$ cat config.mk
export PLATFORM = sky130hd
export DESIGN_NAME = instr_assembler_flat
export DESIGN_NICKNAME = d
export VERILOG_FILES = /design/src/rtl/instr_assembler_pkg.sv /design/src/rtl/instr_assembler_if.sv /design/src/rtl/instr_rec_fifo.sv /design/src/rtl/instr_assembler.sv /design/src/flat_wrapper.sv
export SDC_FILE = /design/constraint.sdc
export NUM_CORES = 1
export LEC_CHECK = 0
export CAP_MARGIN = 30
export CELL_PAD_IN_SITES_DETAIL_PLACEMENT = 1
export CELL_PAD_IN_SITES_GLOBAL_PLACEMENT = 1
export CORE_UTILIZATION = 46
export CTS_BUF_LIST = sky130_fd_sc_hd__clkbuf_8
export CTS_CLUSTER_DIAMETER = 120
export DETAILED_ROUTE_END_ITERATION = 10
export PLACE_DENSITY = 0.83
export SYNTH_ARGS = -nofsm -noshare
export SYNTH_HDL_FRONTEND = slang
export SYNTH_SLANG_ARGS = --single-unit
$ cat constraint.sdc
create_clock -name clk -period 2.54 [get_ports clk]
set_input_delay 0.254 -clock clk [delete_from_list [all_inputs] [get_ports clk]]
set_output_delay 0.254 -clock clk [all_outputs]
set_load 0.03 [all_outputs]
$ cat src/rtl/instr_assembler_pkg.sv
// Shared types and opcode classification for the SM83 instruction assembler.
package instr_assembler_pkg;

  typedef logic [7:0] opcode8_t;

  localparam opcode8_t OP_PREFIX_CB = 8'hCB;

  typedef enum logic [1:0] {
    S_OPC    = 2'd0,
    S_CB     = 2'd1,
    S_IMM_LO = 2'd2,
    S_IMM_HI = 2'd3
  } asm_state_t;

  typedef struct packed {
    opcode8_t    opcode;
    logic        is_cb;
    logic [15:0] imm;
    logic [1:0]  len;
    logic [15:0] pc;
    logic        illegal;
  } instr_rec_t;

  // Total instruction length in bytes for an unprefixed first byte.
  function automatic logic [1:0] instr_len(opcode8_t op);
    if (op inside {8'h01, 8'h11, 8'h21, 8'h31, 8'h08,
                   8'hC2, 8'hC3, 8'hC4, 8'hCA, 8'hCC, 8'hCD,
                   8'hD2, 8'hD4, 8'hDA, 8'hDC, 8'hEA, 8'hFA})
      return 2'd3;
    if (op inside {8'h06, 8'h0E, 8'h16, 8'h1E, 8'h26, 8'h2E, 8'h36, 8'h3E,
                   8'h10, 8'h18, 8'h20, 8'h28, 8'h30, 8'h38,
                   8'hC6, 8'hCE, 8'hD6, 8'hDE, 8'hE6, 8'hEE, 8'hF6, 8'hFE,
                   8'hE0, 8'hF0, 8'hE8, 8'hF8})
      return 2'd2;
    return 2'd1;
  endfunction

  // Opcodes with no defined SM83 instruction.
  function automatic logic is_illegal_op(opcode8_t op);
    return op inside {8'hD3, 8'hDB, 8'hDD, 8'hE3, 8'hE4, 8'hEB,
                      8'hEC, 8'hED, 8'hF4, 8'hFC, 8'hFD};
  endfunction

endpackage

$ cat src/rtl/instr_assembler_if.sv
// Fetch-side byte handshake plus decode-side instruction record handshake.
interface instr_assembler_if;
  logic        in_valid;
  logic [7:0]  in_byte;
  logic        in_ready;
  logic        flush;
  logic [15:0] flush_pc;
  logic        out_valid;
  logic        out_ready;
  logic [7:0]  out_opcode;
  logic        out_is_cb;
  logic [15:0] out_imm;
  logic [1:0]  out_len;
  logic [15:0] out_pc;
  logic        out_illegal;

  modport slave (
    input  in_valid, in_byte, flush, flush_pc, out_ready,
    output in_ready, out_valid, out_opcode, out_is_cb, out_imm, out_len,
           out_pc, out_illegal
  );

  modport master (
    output in_valid, in_byte, flush, flush_pc, out_ready,
    input  in_ready, out_valid, out_opcode, out_is_cb, out_imm, out_len,
           out_pc, out_illegal
  );
endinterface

$ cat src/rtl/instr_rec_fifo.sv
// Circular queue of instruction records with synchronous clear and registered count.
module instr_rec_fifo
  import instr_assembler_pkg::*;
#(
  parameter int DEPTH = 4,
  localparam int AW = $clog2(DEPTH),
  localparam int CW = AW + 1
) (
  input  logic          clk,
  input  logic          rst_n,
  input  logic          clear,
  input  logic          push,
  input  instr_rec_t    din,
  input  logic          pop,
  output instr_rec_t    dout,
  output logic [CW-1:0] count
);

  instr_rec_t        mem [DEPTH];
  logic [AW-1:0]     wr_ptr, rd_ptr;
  logic              pop_ok;

  // A pop on an empty queue is ignored; pushes are only offered when not full.
  assign pop_ok = pop && (count != '0);
  assign dout   = mem[rd_ptr];

  // Storage, pointers and occupancy; clear wins over any push/pop that cycle.
  always_ff @(posedge clk or negedge rst_n) begin
    if (!rst_n) begin
      for (int i = 0; i < DEPTH; i++) mem[i] <= '0;
      wr_ptr <= '0;
      rd_ptr <= '0;
      count  <= '0;
    end else if (clear) begin
      wr_ptr <= '0;
      rd_ptr <= '0;
      count  <= '0;
    end else begin
      if (push) begin
        mem[wr_ptr] <= din;
        wr_ptr      <= wr_ptr + 1'b1;
      end
      if (pop_ok) rd_ptr <= rd_ptr + 1'b1;
      count <= count + CW'(push) - CW'(pop_ok);
    end
  end

endmodule

$ cat src/rtl/instr_assembler.sv
// Gathers SM83 opcode bytes into whole instruction records with PC tracking.
module instr_assembler
  import instr_assembler_pkg::*;
#(
  parameter int          DEPTH    = 4,
  parameter logic [15:0] PC_RESET = 16'h0100
) (
  input logic            clk,
  input logic            rst_n,
  instr_assembler_if.slave bus
);

  localparam int CW = $clog2(DEPTH) + 1;

  asm_state_t    state_q, state_d;
  opcode8_t      opc_q;
  logic [7:0]    imm_lo_q;
  logic          need_hi_q;
  logic [15:0]   start_pc_q, pc_q;
  logic          accept, push, full;
  instr_rec_t    rec, head;
  logic [CW-1:0] count;

  assign full         = (count == CW'(DEPTH));
  assign bus.in_ready = !full && !bus.flush;
  assign accept       = bus.in_valid && bus.in_ready;

  // State register; a redirect always restarts at an opcode boundary.
  always_ff @(posedge clk or negedge rst_n) begin
    if (!rst_n)         state_q <= S_OPC;
    else if (bus.flush) state_q <= S_OPC;
    else                state_q <= state_d;
  end

  // Next state and the record pushed on the byte that completes an instruction.
  always_comb begin
    state_d = state_q;
    push    = 1'b0;
    rec     = '0;
    if (accept) begin
      case (state_q)
        S_OPC: begin
          if (bus.in_byte == OP_PREFIX_CB)           state_d = S_CB;
          else if (instr_len(bus.in_byte) != 2'd1)   state_d = S_IMM_LO;
          else begin
            push        = 1'b1;
            rec.opcode  = bus.in_byte;
            rec.len     = 2'd1;
            rec.pc      = pc_q;
            rec.illegal = is_illegal_op(bus.in_byte);
          end
        end
        S_CB: begin
          push       = 1'b1;
          rec.opcode = bus.in_byte;
          rec.is_cb  = 1'b1;
          rec.len    = 2'd2;
          rec.pc     = start_pc_q;
          state_d    = S_OPC;
        end
        S_IMM_LO: begin
          if (need_hi_q) state_d = S_IMM_HI;
          else begin
            push       = 1'b1;
            rec.opcode = opc_q;
            rec.imm    = {8'h00, bus.in_byte};
            rec.len    = 2'd2;
            rec.pc     = start_pc_q;
            state_d    = S_OPC;
          end
        end
        S_IMM_HI: begin
          push       = 1'b1;
          rec.opcode = opc_q;
          rec.imm    = {bus.in_byte, imm_lo_q};
          rec.len    = 2'd3;
          rec.pc     = start_pc_q;
          state_d    = S_OPC;
        end
        default: state_d = S_OPC;
      endcase
    end
  end

  // PC counter and partial-instruction latches.
  always_ff @(posedge clk or negedge rst_n) begin
    if (!rst_n) begin
      pc_q       <= PC_RESET;
      start_pc_q <= '0;
      opc_q      <= '0;
      imm_lo_q   <= '0;
      need_hi_q  <= 1'b0;
    end else if (bus.flush) begin
      pc_q <= bus.flush_pc;
    end else if (accept) begin
      pc_q <= pc_q + 16'd1;
      if (state_q == S_OPC) begin
        start_pc_q <= pc_q;
        opc_q      <= bus.in_byte;
        need_hi_q  <= (instr_len(bus.in_byte) == 2'd3);
      end
      if (state_q == S_IMM_LO) imm_lo_q <= bus.in_byte;
    end
  end

  instr_rec_fifo #(.DEPTH(DEPTH)) u_fifo (
    .clk   (clk),
    .rst_n (rst_n),
    .clear (bus.flush),
    .push  (push),
    .din   (rec),
    .pop   (bus.out_ready),
    .dout  (head),
    .count (count)
  );

  assign bus.out_valid   = (count != '0);
  assign bus.out_opcode  = head.opcode;
  assign bus.out_is_cb   = head.is_cb;
  assign bus.out_imm     = head.imm;
  assign bus.out_len     = head.len;
  assign bus.out_pc      = head.pc;
  assign bus.out_illegal = head.illegal;

endmodule

$ cat src/flat_wrapper.sv
// flat-port wrapper written by rule: the top's interface ports become plain ports
module instr_assembler_flat import instr_assembler_pkg::*;
#(
  parameter int          DEPTH    = 4,
  parameter logic [15:0] PC_RESET = 16'h0100
)
  (clk, rst_n, bus_in_valid, bus_in_byte, bus_flush, bus_flush_pc, bus_out_ready, bus_in_ready, bus_out_valid, bus_out_opcode, bus_out_is_cb, bus_out_imm, bus_out_len, bus_out_pc, bus_out_illegal);
  instr_assembler_if bus_i ();
  input logic clk;
  input logic rst_n;
  input wire logic [$bits(bus_i.in_valid)-1:0] bus_in_valid;
  input wire logic [$bits(bus_i.in_byte)-1:0] bus_in_byte;
  input wire logic [$bits(bus_i.flush)-1:0] bus_flush;
  input wire logic [$bits(bus_i.flush_pc)-1:0] bus_flush_pc;
  input wire logic [$bits(bus_i.out_ready)-1:0] bus_out_ready;
  output wire logic [$bits(bus_i.in_ready)-1:0] bus_in_ready;
  output wire logic [$bits(bus_i.out_valid)-1:0] bus_out_valid;
  output wire logic [$bits(bus_i.out_opcode)-1:0] bus_out_opcode;
  output wire logic [$bits(bus_i.out_is_cb)-1:0] bus_out_is_cb;
  output wire logic [$bits(bus_i.out_imm)-1:0] bus_out_imm;
  output wire logic [$bits(bus_i.out_len)-1:0] bus_out_len;
  output wire logic [$bits(bus_i.out_pc)-1:0] bus_out_pc;
  output wire logic [$bits(bus_i.out_illegal)-1:0] bus_out_illegal;
  assign bus_i.in_valid = bus_in_valid;
  assign bus_i.in_byte = bus_in_byte;
  assign bus_i.flush = bus_flush;
  assign bus_i.flush_pc = bus_flush_pc;
  assign bus_i.out_ready = bus_out_ready;
  assign bus_in_ready = bus_i.in_ready;
  assign bus_out_valid = bus_i.out_valid;
  assign bus_out_opcode = bus_i.out_opcode;
  assign bus_out_is_cb = bus_i.out_is_cb;
  assign bus_out_imm = bus_i.out_imm;
  assign bus_out_len = bus_i.out_len;
  assign bus_out_pc = bus_i.out_pc;
  assign bus_out_illegal = bus_i.out_illegal;
  instr_assembler #(.DEPTH(DEPTH), .PC_RESET(PC_RESET)) u_core (.clk(clk), .rst_n(rst_n), .bus(bus_i));
endmodule
Word-level counts from Yosys, hierarchy flattened:

Cells that the tools add are included.

* input port bits: 29
* register bits: 234
* memories kept: 0
* bits in latches: 0
* output and inout port bits: 46
* memory bits (read-only): 0
* logic and storage cells: 189
* memory bits (writable): 0

* reduce and logical (&&, ||, !) cells: 19
* equality and inequality tests: 62
* order comparisons: 3
* muxes and demuxes: 64
* div/mod/pow operators: 0
* bitwise logic cells: 3
* add/subtract/negate cells: 5
* $mul: 0
* shift operators: 0

Operator list (number)
* 8-bit == test (second input constant): 36
* 176-bit bitwise mux: 1
* 44-bit 2-to-1 mux: 4
* 44-bit binary-select mux with 2-bit select: 1
* 44-bit demux with 2-bit select: 1
* 8-bit by 6-bit == test with 1-bit output (second input constant): 10
* 18-bit case mux with 4 select lines: 1
* 2-bit 2-to-1 mux: 21
* 8-bit by 5-bit == test with 1-bit output (second input constant): 5
* 16-bit 2-to-1 mux: 2
* 16-bit case mux with 2 select lines: 1
* 8-bit case mux with 4 select lines: 1
* 26-bit 2-to-1 mux: 1
* 26-bit nonzero test: 1
* 8-bit 2-to-1 mux: 3
* 1-bit 2-to-1 mux: 22
* 19-bit 2-to-1 mux: 1
* 18-bit 2-to-1 mux: 1
* 17-bit nonzero test: 1
* 16-bit by 1-bit adder with 16-bit output (second input constant): 1
* 8-bit by 4-bit == test with 1-bit output (second input constant): 2
* 11-bit nonzero test: 1
* 8-bit by 1-bit == test with 1-bit output (second input constant): 1
* 8-bit by 3-bit == test with 1-bit output (second input constant): 1
* 23 further kinds: 36

Logic depth before layout (Yosys ltp):

* depth after elaboration: 23
* mapped depth: 13
* mapped depth without buffers: 11

Hierarchy:

From an unflattened synthesis, not the netlist that was laid out.

* cell total of the unflattened synthesis: 855
* area total of the unflattened synthesis: 11354.6 um^2

Modules (own cells, without submodules)
* instr_rec_fifo: seq. area each 4579.4 um^2, area an instance 8209.1 um^2, cells an instance 463, instances 1
* instr_assembler: seq. area each 1277.5 um^2, area an instance 3145.5 um^2, cells an instance 392, instances 1

Worst setup path after synthesis:

OpenSTA, ideal clock, no wires.

* path type: input-to-reg
* from: input port bus_in_byte[4]
* to: register u_core.u_fifo.count[2]
* required time: 2.408 ns
* setup time: 0.132 ns
* buffers on the path: 1
* stages: 12
* setup slack: -0.138 ns
* arrival: 2.547 ns
* cells stage by stage: buf_2 > nor3b_1 > nor3_2 > o21ai_0 > o32a_4 > ha_1 > inv_1 > ha_1 > inv_1 > fa_1 > xnor2_1 > nor2_1

* longest elaborated chain between the ends: 20
* elaborated cells on any way between the ends: 69
* classes of those cells: add/sub: 2; eq/ne: 45; mux: 20; reduce/logical: 2

RTL lines
* start: declaration: RTL line flat_wrapper.sv:12 `input wire logic [$bits(bus_i.in_byte)-1:0] bus_in_byte;`
* 8-bit by 3-bit == test with 1-bit output, or another cell as far along: RTL line instr_assembler_pkg.sv:30 `if (op inside {8'h06, 8'h0E, 8'h16, 8'h1E, 8'h26, 8'h2E, 8'h36, 8'h3E,`
* 26-bit nonzero test: RTL line instr_assembler_pkg.sv:30
* 1-bit 2-to-1 mux (2 in series): RTL line instr_assembler_pkg.sv:30
* 1-bit 2-to-1 mux: RTL line instr_assembler.sv:43 `if (bus.in_byte == OP_PREFIX_CB) state_d = S_CB;`
* 1-bit 2-to-1 mux: RTL line instr_assembler.sv:41 `case (state_q)`
* 1-bit 2-to-1 mux: RTL line instr_assembler.sv:40 `if (accept) begin`
* 2-bit 2-to-1 mux: RTL line instr_assembler_pkg.sv:35 `return 2'd1;`
* 2-bit 2-to-1 mux: RTL line instr_assembler_pkg.sv:30
* (+3 left out)
* 2-bit by 1-bit inequality test with 1-bit output: RTL line instr_assembler.sv:44 `else if (instr_len(bus.in_byte) != 2'd1) state_d = S_IMM_LO;`
* 1-bit 2-to-1 mux: RTL line instr_assembler.sv:44
* 1-bit 2-to-1 mux (*): RTL line instr_assembler.sv:43
* 1-bit case mux with 3 select lines (*): RTL line instr_assembler.sv:41
* 1-bit 2-to-1 mux (*): RTL line instr_assembler.sv:40
* 3-bit by 1-bit adder with 3-bit output (*): RTL line instr_rec_fifo.sv:44 `count <= count + CW'(push) - CW'(pop_ok);`
* 3-bit by 1-bit subtractor with 3-bit output (*): RTL line instr_rec_fifo.sv:44
* 3-bit 2-to-1 mux (*): RTL line instr_rec_fifo.sv:34 `end else if (clear) begin`
* end signal: assignment: RTL line instr_rec_fifo.sv:44
* end: declaration: RTL line instr_rec_fifo.sv:16 `output logic [CW-1:0] count`

Mark *: on every way between the ends. The rest lies on a longest branch, timed or not. The select of a mux whose other input is x is not followed.
A chain may end at the register's enable or synchronous reset.

Worst setup path after layout:

* from: register u_core.need_hi_q
* to: register u_core.u_fifo.count[2]

* longest elaborated chain between the ends: 6

RTL lines
* start: declaration: RTL line instr_assembler.sv:18 `logic need_hi_q;`
* start signal: assignment: RTL line instr_assembler.sv:100 `need_hi_q <= (instr_len(bus.in_byte) == 2'd3);`
* 1-bit 2-to-1 mux: RTL line instr_assembler.sv:62 `if (need_hi_q) state_d = S_IMM_HI;`
* 1-bit case mux with 3 select lines: RTL line instr_assembler.sv:41
* 1-bit 2-to-1 mux: RTL line instr_assembler.sv:40
* 3-bit by 1-bit adder with 3-bit output: RTL line instr_rec_fifo.sv:44
* 3-bit by 1-bit subtractor with 3-bit output: RTL line instr_rec_fifo.sv:44
* 3-bit 2-to-1 mux: RTL line instr_rec_fifo.sv:34

Every way passes these cells.

==> impl_metrics.json <==
{
  "outcome": "complete, no violations",
  "die_w_um": 158.6,
  "timing.hold.ws_ps": 183.6,
  "r2r_setup_slack_ps": 50,
  "crit_required_ps": 2950,
  "p_per_area_nw_per_um2": 834.2,
  "dr_total_vias": 7299,
  "min_path_type": "input port to async pin",
  "path_class": "flop to flop",
  "worstPathMaxFanout": 2,
  "dp_hpwl_um": 18760,
  "drive_above_1_share_pct": 36.85,
  "grt_pass1_wl_um": 46210,
  "ys_seq_elements": 234,
  "tightest_slew_ps": 641.6,
  "cp-end-kind": "flop",
  "path_clk_slew_ps": 60,
  "skew_ps": 36.75,
  "wire_per_inst_um": 22.24,
  "gp_congestion": 0.8453,
  "final_cell_mix": "231 x dfrtp_1, 128 x mux2_2, 74 x buf_4",
  "combPwrFrac_pct": 28.1,
  "htree_levels": 2,
  "power_switching_uw": 3579,
  "initial_core_util_pct": 47.51,
  "crit_path_start_kind": "flop",
  "nets": 970,
  "first_pass_iters": 4,
  "synthCells": 806,
  "drt-total-wl_um": 28420,
  "ys_seq_area_share_pct": 51.90,
  "tritoncts": "yes",
  "route.detailed.drc": 0,
  "overflow": 0,
  "cts-buffers-inserted": 42,
  "gr-usage-all-layers_pct": 24.31,
  "final_common_cell": "dfrtp_1",
  "fin_setup_tns_ps": 0,
  "final_cell_area_sq_um": 13440,
  "fin_crit_sh_pct": 97.89,
  "cts_sinks": 234,
  "yosysWarnings": 0,
  "ios": 75,
  "setup_viol": 0,
  "n_fill_cell": 2328,
  "grt_setup_unrepaired": "yes",
  "drt_iter0_drc": 387,
  "drtAntennaViolNets": 0,
  "antenna_found_initial": 1,
  "p_leak_uw": 0.006448,
  "yosys.cell_types.count": 55,
  "max_freq_ghz": 0.4022,
  "syn_area_sq_um": 11290,
  "relSlewSlack_pct": 56.12,
  "switching_share_pct": 31.91,
  "internal-power_uw": 7637,
  "peakVddDrop_v": 0.0005461,
  "syn_avg_cell_area_sq_um": 14.00,
  "syn_nets": 843,
  "maxCapViolations": 0,
  "clockBufferDepth": 3,
  "period_needed_ps": 2486,
  "p_seq_share_pct": 42.9,
  "place_area_sq_um": 12680,
  "synth-main-ff-cell": "dfrtp_1",
  "grt_max_degree": 87,
  "post_drt_via_cell_ratio": 5.711,
  "grt_pass1_vias": 8381,
  "area_growth_pct": 19.12,
  "async_flop_share_pct": 100.0,
  "synth-edff-count": 0,
  "die_area_sq_um": 25170,
  "core_area_sq_um": 23750,
  "finalMaxSlewViolations": 0,
  "dieHeight_um": 158.6,
  "arrival_ps": 2900,
  "num_rows": 56,
  "port_buffers": 74,
  "root_buffer": "clkbuf_8",
  "clock_power_share_pct": 29.0,
  "finalHoldViolCount": 0,
  "clk_latency_ps": 560,
  "postLayoutCoreUtil_pct": 56.60
}
-- cells in the mapped netlist (2+ instances only) --
cell	n	area, sq um
dfrtp_1	233	5831
mux2_2	128	1441
mux2_1	73	822.0
mux4_2	44	991.0
nand2_1	35	131.4
clkbuf_1	26	97.59
o21ai_0	26	130.1
nor2_1	23	86.33
a21oi_1	20	100.1
buf_6	17	191.4
xnor2_1	15	131.4
nand3_1	14	70.07
buf_2	11	55.05
nor3b_1	11	82.58
and3_1	10	62.56
nand2b_1	10	62.56
o221a_2	10	112.6
inv_1	8	30.03
nor4_1	8	50.05
ha_1	7	87.58
nor2b_1	7	43.79
xor2_1	6	52.55
nand4_1	5	31.28
o2111ai_2	5	75.07
nor3_1	4	20.02
o21ai_4	4	65.06
o22a_1	4	35.03
and2_1	3	18.77
and3b_1	3	26.28
nor4b_1	3	26.28
or3_1	3	18.77
a2111oi_0	2	17.52
a21o_1	2	15.01
buf_1	2	7.510
mux2i_1	2	20.02
o21ai_1	2	10.01
or2_2	2	12.51
-- power by group through the flow --
stage                     clock (uW)  sequential, uW  combinational [uW]
after floorplan                    0            4690                2170
after global placement             0            4790                3080
after detailed placement           0            4850                3190
after CTS                       3350            4810                3200
after global routing            3510            4890                3390
final                           3250            4810                3150
-- final cells by class --
cell class	count	area [sq um]	share of cell area, %
sequential	234	5859	43.58
tap	319	399.1	2.969
multi-input combinational	505	5065	37.67
clock inverter	21	93.84	0.6980
inverter	9	33.78	0.2513
clock buffer	48	660.6	4.914
antenna	1	2.502	0.01861
timing repair buffer	141	1330	9.893
-- what timing repair did --
item                       CTS  global route
hold endpoints to repair   147             0
buffers inserted             1             0
resized for setup           29             4
pin swaps                    1             1
setup endpoints to repair   39             4
hold buffers                 1             0
-- state kept, by name, indices dropped and copies added, names as in the netlist --
name and flops:
u_core.u_fifo.rd_ptr 2, u_core.u_fifo.mem 176, u_core.opc_q 8, u_core.u_fifo.count 3, u_core.need_hi_q 1, u_core.pc_q 16
u_core.u_fifo.wr_ptr 2, u_core.state_q 2, u_core.start_pc_q 16, u_core.imm_lo_q 8
-- worst max-delay path, stage by stage, from the launching register on --
cell     delay, ps
dfrtp_1        390
and3b_1        200
or3_1          340
o32a_4         340
ha_4           230
inv_1           60
ha_1           150
inv_1           60
fa_2           360
xnor2_1        140
nor2_1          60
-- final timing paths --
path                                              startpoint                                  to  depth (start not counted)
setup / recovery                u_core.need_hi_q$_DFFE_PN0P_    u_core.u_fifo.count[2]$_DFF_PN0_                         10
hold / removal                                         rst_n  u_core.u_fifo.mem[161]$_DFFE_PN0P_                          2
setup reg to reg                u_core.need_hi_q$_DFFE_PN0P_    u_core.u_fifo.count[2]$_DFF_PN0_                         10
hold reg to reg            u_core.u_fifo.mem[29]$_DFFE_PN0P_   u_core.u_fifo.mem[29]$_DFFE_PN0P_                          1
max in group asynchronous                              rst_n  u_core.u_fifo.mem[174]$_DFFE_PN0P_                          3
min in group clk                              bus_in_byte[7]      u_core.imm_lo_q[7]$_DFFE_PN0P_                          2
-- metal layers --
metal | global-route usage [%] | share of wire, %
met5 | 0 | 0
met4 | 9.112 | 3.1
met2 | 43.53 | 52
met3 | 4.083 | 4.4
met1 | 29.25 | 41
-- logic make-up after synthesis --
| kind of cell | count (synthesis) | share of synthesized area, % |
|---|---|---|
| simple gates | 147 | 7.162 |
| fa+ha+maj | 8 | 0.9534 |
| compound gates | 81 | 5.687 |
| flops | 234 | 51.90 |
| buf+inv | 67 | 3.525 |
| xor+xnor | 21 | 1.630 |
| mux | 248 | 29.15 |
-- through the flow --
step           std cells  setup WS, ps  power, uW
3_5_place_dp        1206        -623.1       8043
2_1_floorplan        806         13.72       6865
5_1_grt             1278        -5.106      11790
3_3_place_gp        1206        -495.1       7870
4_1_cts             1277         5.036      11350
6_report            1278         53.61      11220
No activity file was read; power rests on OpenSTA's default activity.
